$ cat config.mk
export PLATFORM = sky130hd
export DESIGN_NAME = wb_frame_bridge
export DESIGN_NICKNAME = d
export VERILOG_FILES = /design/src/rtl/wb_frame_bridge_pkg.sv /design/src/rtl/frame_sequencer.sv /design/src/rtl/wb_frame_bridge.sv
export SDC_FILE = /design/constraint.sdc
export NUM_CORES = 1
export LEC_CHECK = 0
export BUFFER_PORTS_ARGS = -buffer_cell sky130_fd_sc_hd__buf_2
export CORE_MARGIN = 10
export CORE_UTILIZATION = 45
export CTS_BUF_LIST = sky130_fd_sc_hd__clkbuf_16
export DETAILED_ROUTE_END_ITERATION = 10
export HOLD_SLACK_MARGIN = 0.05
export PLACE_DENSITY = 0.74
export SETUP_SLACK_MARGIN = 0.15
export SYNTH_ARGS = -nofsm -noshare
export SYNTH_HDL_FRONTEND = slang
export SYNTH_SLANG_ARGS = --single-unit
$ cat constraint.sdc
create_clock -name clk -period 6.3 [get_ports clk]
set_clock_uncertainty 0.1 [all_clocks]
set_input_delay 0.63 -clock clk [delete_from_list [all_inputs] [get_ports clk]]
set_output_delay 0.63 -clock clk [all_outputs]
set_load 0.02 [all_outputs]
$ cat src/rtl/wb_frame_bridge_pkg.sv
// Shared definitions for the Wishbone frame bridge: register addresses,
// sequencer state encoding, STATUS field offsets and control-bit indices.
// Optional feature macro: WB_FRAME_BRIDGE_IRQ_EN (adds o_irq / STATUS irq bit).
package wb_frame_bridge_pkg;

  // Register map
  localparam logic [1:0] ADDR_TXDATA = 2'd0;
  localparam logic [1:0] ADDR_TXLEN  = 2'd1;
  localparam logic [1:0] ADDR_STATUS = 2'd2;
  localparam logic [1:0] ADDR_RXDATA = 2'd3;

  // Frame sequencer states (encoding is software visible in STATUS)
  typedef enum logic [1:0] {
    ST_IDLE   = 2'd0,
    ST_LOAD   = 2'd1,
    ST_COMMIT = 2'd2
  } seq_state_e;

  // STATUS write control bits
  localparam int unsigned ABORT_BIT   = 0;
  localparam int unsigned CLR_ERR_BIT = 1;
  localparam int unsigned IRQ_CLR_BIT = 2;

  // STATUS read field offsets; remaining occupies [lw-1:0]
  function automatic int unsigned status_full_bit(input int unsigned lw);
    return lw;
  endfunction

  function automatic int unsigned status_empty_bit(input int unsigned lw);
    return lw + 1;
  endfunction

  function automatic int unsigned status_state_lsb(input int unsigned lw);
    return lw + 2;
  endfunction

  function automatic int unsigned status_err_bit(input int unsigned lw);
    return lw + 4;
  endfunction

  function automatic int unsigned status_irq_bit(input int unsigned lw);
    return lw + 5;
  endfunction

endpackage

$ cat src/rtl/frame_sequencer.sv
// Frame sequencer: tracks a programmed frame length, counts pushed words down,
// fires a one-cycle MAC start pulse with the last word and waits for done.
// Ports: clk/rst; load+len arm a frame (IDLE only); push counts one word;
// abort drops a frame being loaded; tx_done ends COMMIT.
// Outputs: state, remaining (registered), tx_start (registered pulse).
module frame_sequencer
  import wb_frame_bridge_pkg::*;
#(
  parameter int unsigned LW = 9
) (
  input  logic          clk,
  input  logic          rst,
  input  logic          load,
  input  logic [LW-1:0] len,
  input  logic          push,
  input  logic          abort,
  input  logic          tx_done,
  output seq_state_e    state,
  output logic [LW-1:0] remaining,
  output logic          tx_start
);

  seq_state_e    state_d;
  logic [LW-1:0] remaining_d;
  logic          tx_start_d;

  // State, counter and start pulse registers
  always_ff @(posedge clk or posedge rst) begin
    if (rst) begin
      state     <= ST_IDLE;
      remaining <= '0;
      tx_start  <= 1'b0;
    end else begin
      state     <= state_d;
      remaining <= remaining_d;
      tx_start  <= tx_start_d;
    end
  end

  // Next-state logic
  always_comb begin
    state_d     = state;
    remaining_d = remaining;
    tx_start_d  = 1'b0;
    case (state)
      ST_IDLE: begin
        if (load) begin
          state_d     = ST_LOAD;
          remaining_d = len;
        end
      end
      ST_LOAD: begin
        if (abort) begin
          state_d     = ST_IDLE;
          remaining_d = '0;
        end else if (push) begin
          remaining_d = remaining - LW'(1);
          // Last word: start the MAC alongside the FIFO write of this word
          if (remaining == LW'(1)) begin
            state_d    = ST_COMMIT;
            tx_start_d = 1'b1;
          end
        end
      end
      ST_COMMIT: begin
        if (tx_done) state_d = ST_IDLE;
      end
      default: begin
        state_d     = ST_IDLE;
        remaining_d = '0;
      end
    endcase
  end

endmodule

$ cat src/rtl/wb_frame_bridge.sv
// Pipelined Wishbone slave bridging the CPU bus to the Ethernet MAC TX/RX FIFOs.
// Ports: Wishbone slave (i_wb_*/o_wb_*; o_wb_stall is combinational),
// TX FIFO push (i_txf_full, o_txf_wr, o_txf_data), RX FIFO FWFT pop
// (i_rxf_empty, i_rxf_data, o_rxf_rd), MAC handshake (o_tx_start, i_tx_done).
// Optional: `define WB_FRAME_BRIDGE_IRQ_EN adds the o_irq level output.
module wb_frame_bridge
  import wb_frame_bridge_pkg::*;
#(
  parameter int unsigned DW = 32,
  parameter int unsigned LW = 9
) (
  input  logic          clk,
  input  logic          rst,
  input  logic          i_wb_cyc,
  input  logic          i_wb_stb,
  input  logic          i_wb_we,
  input  logic [1:0]    i_wb_addr,
  input  logic [DW-1:0] i_wb_data,
  output logic          o_wb_ack,
  output logic          o_wb_stall,
  output logic [DW-1:0] o_wb_data,
  input  logic          i_txf_full,
  output logic          o_txf_wr,
  output logic [DW-1:0] o_txf_data,
  input  logic          i_rxf_empty,
  input  logic [DW-1:0] i_rxf_data,
  output logic          o_rxf_rd,
  output logic          o_tx_start,
  input  logic          i_tx_done
`ifdef WB_FRAME_BRIDGE_IRQ_EN
  ,
  output logic          o_irq
`endif
);

  localparam int unsigned S_FULL  = status_full_bit(LW);
  localparam int unsigned S_EMPTY = status_empty_bit(LW);
  localparam int unsigned S_ST    = status_state_lsb(LW);
  localparam int unsigned S_ERR   = status_err_bit(LW);

  seq_state_e    state;
  logic [LW-1:0] remaining;
  logic [LW-1:0] len;
  logic          err;

  logic          accept_c;
  logic          wr_c;
  logic          rd_c;
  logic          load_c;
  logic          push_c;
  logic          abort_c;
  logic          err_set_c;
  logic          err_clr_c;
  logic          rx_pop_c;
  logic [DW-1:0] status_c;
  logic [DW-1:0] rdata_c;

  // Only a TXDATA write into a full FIFO holds the bus
  assign o_wb_stall = i_wb_stb && i_wb_we && (i_wb_addr == ADDR_TXDATA) && i_txf_full;

  // Bus decode
  always_comb begin
    accept_c  = i_wb_cyc && i_wb_stb && !o_wb_stall;
    wr_c      = accept_c && i_wb_we;
    rd_c      = accept_c && !i_wb_we;
    load_c    = wr_c && (i_wb_addr == ADDR_TXLEN) && (state == ST_IDLE)
                && (i_wb_data[LW-1:0] != '0);
    push_c    = wr_c && (i_wb_addr == ADDR_TXDATA) && (state == ST_LOAD);
    abort_c   = wr_c && (i_wb_addr == ADDR_STATUS) && i_wb_data[ABORT_BIT];
    err_clr_c = wr_c && (i_wb_addr == ADDR_STATUS) && i_wb_data[CLR_ERR_BIT];
    // Pushing outside LOAD, or reprogramming length mid-frame, is a software error
    err_set_c = wr_c && (((i_wb_addr == ADDR_TXDATA) && (state != ST_LOAD))
                      || ((i_wb_addr == ADDR_TXLEN) && (state != ST_IDLE)));
    rx_pop_c  = rd_c && (i_wb_addr == ADDR_RXDATA) && !i_rxf_empty;
  end

`ifdef WB_FRAME_BRIDGE_IRQ_EN
  localparam int unsigned S_IRQ = status_irq_bit(LW);

  logic irq;
  logic irq_set_c;
  logic irq_clr_c;

  assign irq_set_c = (i_tx_done && (state == ST_COMMIT)) || (err_set_c && !err);
  assign irq_clr_c = wr_c && (i_wb_addr == ADDR_STATUS) && i_wb_data[IRQ_CLR_BIT];
  assign o_irq     = irq;

  // Interrupt level; a new event wins over a simultaneous clear
  always_ff @(posedge clk or posedge rst) begin
    if (rst)            irq <= 1'b0;
    else if (irq_set_c) irq <= 1'b1;
    else if (irq_clr_c) irq <= 1'b0;
  end
`endif

  // STATUS register image
  always_comb begin
    status_c              = '0;
    status_c[LW-1:0]      = remaining;
    status_c[S_FULL]      = i_txf_full;
    status_c[S_EMPTY]     = i_rxf_empty;
    status_c[S_ST +: 2]   = state;
    status_c[S_ERR]       = err;
`ifdef WB_FRAME_BRIDGE_IRQ_EN
    status_c[S_IRQ]       = irq;
`endif
  end

  // Read data mux
  always_comb begin
    rdata_c = '0;
    case (i_wb_addr)
      ADDR_TXLEN:  rdata_c = DW'(len);
      ADDR_STATUS: rdata_c = status_c;
      ADDR_RXDATA: if (!i_rxf_empty) rdata_c = i_rxf_data;
      default:     rdata_c = '0;
    endcase
  end

  // Bus response, FIFO strobes and register state
  always_ff @(posedge clk or posedge rst) begin
    if (rst) begin
      o_wb_ack   <= 1'b0;
      o_wb_data  <= '0;
      o_txf_wr   <= 1'b0;
      o_txf_data <= '0;
      o_rxf_rd   <= 1'b0;
      len        <= '0;
      err        <= 1'b0;
    end else begin
      o_wb_ack  <= accept_c;
      o_wb_data <= rd_c ? rdata_c : '0;
      o_txf_wr  <= push_c;
      o_rxf_rd  <= rx_pop_c;
      if (push_c)         o_txf_data <= i_wb_data;
      if (load_c)         len        <= i_wb_data[LW-1:0];
      if (err_set_c)      err        <= 1'b1;
      else if (err_clr_c) err        <= 1'b0;
    end
  end

  frame_sequencer #(
    .LW (LW)
  ) u_seq (
    .clk       (clk),
    .rst       (rst),
    .load      (load_c),
    .len       (i_wb_data[LW-1:0]),
    .push      (push_c),
    .abort     (abort_c),
    .tx_done   (i_tx_done),
    .state     (state),
    .remaining (remaining),
    .tx_start  (o_tx_start)
  );

endmodule

* After elaboration in Yosys (flattened, before gate mapping) *
Index checks and enable logic that the tools add are counted.

cells by class
  add/sub/neg operators = 1
  equal/unequal tests = 11
  mux-type cells = 19
  bitwise operators = 1
  reduce and logical (&&, ||, !) cells = 31

operators with widths
  cell                 count
  $pmux 32 s3          1
  $mux 32              2
  $mux 9               3
  $pmux 9 s3           1
  $logic_and 1x1->1    20
  $mux 2               5
  $eq 9x1->1 const B   1
  $reduce_bool 9->1    1
  $sub 9x1->9 const B  1
  $eq 2x2->1 const B   3
  $mux 1               6
  $pmux 2 s3           1
  $eq 2x1->1 const B   2
  $logic_not 2->1      2
  $ne 2x2->1 const B   2
  $reduce_and 4->1     1
  $reduce_bool 2->1    2
  $logic_not 1->1      3
  $ne 3x2->1 const B   1
  $ne 3x3->1 const B   1
  $reduce_and 3->1     1
  $ne 2x1->1 const B   1
  $logic_or 1x1->1     1
  $not 1->1            1

word-level totals
  register bits after elaboration = 89
  input bits = 74
  output and inout bits = 69

* Logic depth before layout (Yosys ltp) *
  depth after elaboration = 11
  gate-level depth with buffers = 7
  gate-level depth less buffers = 7

* Hierarchy *
A second synthesis with hierarchy kept.

second synthesis, totals
  cells, all modules = 347
  area, all modules = 4085.2 um2

by module, submodules not included
  module           instances  cells each  area an instance (um2)  seq. area each (um2)
  wb_frame_bridge  1          264         3344.5                  1926.8
  frame_sequencer  1          83          740.7                   300.3

* Worst setup path after synthesis *
No wires, ideal clock.

  path type = input to register
  start = input i_wb_addr[1]
  end = register len[0]
  library setup time = 0.125 ns
  data arrival time = 2.094 ns
  slack = 3.981 ns
  cell stages on the path = 6
  buffers on the path = 2
  path through = buf_6 > or4b_1 > a31oi_1 > and2_4 > buf_12 > mux2_4

on the way
  word-level cells in the longest chain between the ends = 9
  elaborated cells on any way between the ends = 10
  classes of those cells = 1 x eq/ne; 9 x reduce/logical

RTL lines
  item                                 line                    text
  from (decl)                          wb_frame_bridge.sv:17   input logic [1:0] i_wb_addr,
  $logic_not 2->1                      wb_frame_bridge.sv:59   assign o_wb_stall = i_wb_stb && i_wb_we && (i_wb_addr == ADDR_TXDATA) && i_txf_full;
  $logic_and 1x1->1 (2 in series)      wb_frame_bridge.sv:59
  $logic_not 1->1                      wb_frame_bridge.sv:63   accept_c = i_wb_cyc && i_wb_stb && !o_wb_stall;
  $logic_and 1x1->1                    wb_frame_bridge.sv:63
  $logic_and 1x1->1                    wb_frame_bridge.sv:64   wr_c = accept_c && i_wb_we;
  $logic_and 1x1->1 (*) (2 in series)  wb_frame_bridge.sv:66   load_c = wr_c && (i_wb_addr == ADDR_TXLEN) && (state == ST_IDLE)
  $logic_and 1x1->1 (*)                wb_frame_bridge.sv:67   && (i_wb_data[LW-1:0] != '0);
  to (signal assigned)                 wb_frame_bridge.sv:136  if (load_c) len <= i_wb_data[LW-1:0];
  to (decl)                            wb_frame_bridge.sv:43   logic [LW-1:0] len;

Mark *: on every way between the ends. The rest lies on a longest branch, timed or not.
A chain may end at the register's enable or synchronous reset.

* Final worst setup path *
  start = input i_wb_addr[1]
  end = register o_txf_data[19]

on the way
  word-level cells in the longest chain between the ends = 8

RTL lines
  item                                 line                                          text
  $logic_not 2->1 (*)                  wb_frame_bridge.sv:59, wb_frame_bridge.sv:68
  $logic_and 1x1->1 (2 in series)      wb_frame_bridge.sv:59
  $logic_not 1->1                      wb_frame_bridge.sv:63
  $logic_and 1x1->1                    wb_frame_bridge.sv:63
  $logic_and 1x1->1                    wb_frame_bridge.sv:64
  $logic_and 1x1->1 (*) (2 in series)  wb_frame_bridge.sv:68                         push_c = wr_c && (i_wb_addr == ADDR_TXDATA) && (state == ST_LOAD);
  to (signal assigned)                 wb_frame_bridge.sv:135                        if (push_c) o_txf_data <= i_wb_data;
  to (decl)                            wb_frame_bridge.sv:24                         output logic [DW-1:0] o_txf_data,

Marks and branches as above.

==> results.json <==
{
  "slowest_delay_ns": 0.76,
  "drive_above_1_share_pct": 34.2,
  "yosys.area.top_type": "dfrtp_1",
  "hold_path_class": "reg -> reg",
  "synth_cell_types": 57,
  "fmax_ghz": 0.360,
  "ys.flop_type": "dfrtp_1",
  "track_usage_pct": 17.5,
  "tns_ns": 0,
  "p_leak_nw": 2.72,
  "cts_num_sinks": 89,
  "topRoutingLayerUsed": "met4",
  "yosys_warnings": 0,
  "ctsHoldBuffers": 0,
  "synth_area_per_cell_um2": 10.2,
  "wl_met1_mm": 4.55,
  "grt_pass1_wl_mm": 18.1,
  "wl_per_cell_um": 18.3,
  "synth_top_area_share_pct": 57.9,
  "dieArea_um2": 12600,
  "diodes": 0,
  "die_h_um": 112,
  "clock_latency_ns": 0.33,
  "cp-end-kind": "flop",
  "synth_edf_count": 0,
  "path_class": "in -> reg",
  "netlist_area_um2": 3850,
  "cts_resized": 0,
  "critPathArrivalTime_ns": 2.95,
  "multi_input_area_um2": 1440,
  "root_buffer": "clkbuf_16",
  "htree_levels": 3,
  "cts_tree": "built",
  "drcViolationCount": 0,
  "cpMostUsedCell": "nand2_1",
  "synth-seq-cells": 89,
  "finalInstanceArea_um2": 4890,
  "drt_iter0_markers": 306,
  "grt_setup_unrepaired": "false",
  "start_util_pct": 46.6,
  "outcome": "finished clean",
  "clk_pin_slew_worst_paths_ns": 0.06,
  "worstPathMaxFanout": 38,
  "numCtsBuffers": 9,
  "yosys-top-cells-area": "dfrtp_1 (58%), nand2_1 (11%), and2_1 (2.9%), a22o_1 (2.5%), a22oi_1 (2.1%)",
  "postRouteAntennaNets": 0,
  "viasPerCell": 5.28,
  "gr-total-overflow": 0,
  "fill_cells": 753,
  "syn_nets": 453,
  "rows": 33,
  "period_share_pct": 44.1,
  "postCtsSetupRepairBufs": 0,
  "start_kind": "input pin",
  "min_period_ns": 2.78,
  "worstMarginPinSlew_ns": 1.10,
  "met2_length_mm": 5.47,
  "antenna_found_initial": 0,
  "maxSlewHeadroom_pct": 26.4,
  "yosysSeqAreaShare_pct": 57.9,
  "powerDensity_nw_per_um2": 338,
  "synthTopCellsByCount": "nand2_1 (116), dfrtp_1 (89), nor2_1 (21), and2_1 (18)",
  "numPortBuffers": 142,
  "hold_violations": 0,
  "finalPower_mw": 1.65,
  "yosysMostFrequentCell": "nand2_1",
  "worstPathRequired_ns": 6.47,
  "cap_violations": 0,
  "register_area_um2": 2230,
  "async_flop_share_pct": 100,
  "area_growth_pct": 27.0,
  "slowest_stage": "inv_1",
  "dr.pass1.iters": 5,
  "ir_drop_v": 0.000132,
  "dp_hpwl_mm": 8.52,
  "io_pins": 143,
  "met3_wirelength_mm": 1.15,
  "first_global_vias": 3438,
  "clk_path_buf_depth": 2,
  "core_um2": 8260,
  "placed_area_um2": 4570,
  "synthCells": 377,
  "fin_nets": 588,
  "vias": 3284,
  "drv_slew": 0,
  "gp_congestion": 0.904,
  "setup_violations": 0,
  "wl_mm": 11.4,
  "cp_cell_sequence": "buf_2 > or3b_1 > or4_4 > inv_1 > nand2_1 > nand2_1",
  "fp.dieW_um": 112,
  "grt_max_degree": 90
}
## path summary, 6_finish.rpt
kind / startpoint / end / slack (ns) / cells past startpoint
worst max register to register: u_seq.state[1]$_DFFE_PP0P_ / o_txf_data[19]$_DFFE_PP0P_ / 3.57 / 5
worst min-delay path: o_txf_data[21]$_DFFE_PP0P_ / o_txf_data[21]$_DFFE_PP0P_ / 0.37 / 2
worst max-delay path: i_wb_addr[1] / o_txf_data[19]$_DFFE_PP0P_ / 3.52 / 6
min in group asynchronous: rst / o_txf_data[10]$_DFFE_PP0P_ / 0.52 / 3
worst min register to register: o_txf_data[21]$_DFFE_PP0P_ / o_txf_data[21]$_DFFE_PP0P_ / 0.37 / 2
max in group asynchronous: rst / u_seq.state[1]$_DFFE_PP0P_ / 4.84 / 3
## cell families (layout without fill, tap and decap cells)
logic type	count (synthesis)	after routing	share of synthesized area (%)
AO/OA/AOI/OAI	61	61	12.2
XOR/XNOR	1	1	0.228
adder cells (fa/ha/maj)	2	2	0.651
buffers and inverters	32	172	4.59
flip-flops	89	89	57.9
multiplexers	7	7	2.54
AND/OR/NAND/NOR	185	185	21.9
## worst max-delay path, delay by kind of cell
| family | cells | cell delay, ns |
|---|---|---|
| and+or+nand+nor | 4 | 1.33 |
| buffers and inverters | 2 | 0.96 |
## sequential cells by signal, indices dropped and copies added (netlist names)
signal	cells
o_wb_ack	1
u_seq.state	2
o_wb_data	32
o_txf_wr	1
o_txf_data	32
len	9
u_seq.tx_start	1
o_rxf_rd	1
u_seq.remaining	9
err	1
## area by class of cell
type | count | area share (%)
Clock inverter | 7 | 1.79
Inverter | 12 | 0.948
Sequential cell | 89 | 45.6
Multi-Input combinational cell | 256 | 29.5
Timing Repair Buffer | 144 | 14.9
Tap cell | 105 | 2.69
Clock buffer | 9 | 4.61
## cells in the final DEF (no fill, tap or decap), types with 2 or more instances in the layout
| master | synthesis | routed |
|---|---|---|
| bufinv_16 | 0 | 2 |
| o2bb2ai_1 | 5 | 5 |
| nor4_1 | 2 | 2 |
| or2_2 | 2 | 2 |
| or4_1 | 2 | 2 |
| nand2b_1 | 2 | 2 |
| inv_1 | 11 | 13 |
| nor2_1 | 21 | 21 |
| dfrtp_1 | 89 | 89 |
| a22o_1 | 11 | 11 |
| buf_4 | 1 | 2 |
| nor2b_1 | 2 | 2 |
| mux2_4 | 5 | 5 |
| buf_2 | 5 | 142 |
| a22oi_1 | 11 | 11 |
| o211ai_1 | 4 | 4 |
| nor3_1 | 4 | 4 |
| o21ai_0 | 9 | 9 |
| ha_1 | 2 | 2 |
| mux2_2 | 2 | 2 |
| and3_1 | 2 | 2 |
| a21oi_1 | 4 | 4 |
| clkbuf_16 | 0 | 9 |
| nand3_1 | 3 | 3 |
| nand2_1 | 116 | 116 |
| and2_1 | 18 | 18 |
## where the power goes
group | switching [mW] | leakage (nW) | total, mW | internal, mW
sequential | 0.0725 | 1.18 | 0.726 | 0.654
combinational | 0.217 | 1.38 | 0.364 | 0.147
clock | 0.217 | 0.160 | 0.561 | 0.345
total | 0.506 | 2.72 | 1.65 | 1.15
## per-layer routing
layer  up-vias  global-route usage, %
met5         -                      0
met4         0                   6.18
met3        21                   7.45
met2       160                   27.5
met1      1568                   21.1
li1       1535                      -
## through the flow
step                      setup WS, ns  utilization (%)  hold slack [ns]  std cells
after detailed placement          3.18             55.4            0.356        606
after global routing              3.30             59.2            0.386        622
after CTS                         3.52             59.2            0.372        622
after floorplan                   3.26                -            0.345        377
final                             3.52             59.2            0.373        622
after global placement            3.27             55.4            0.354        606
No activity file was read; power rests on OpenSTA's default activity.
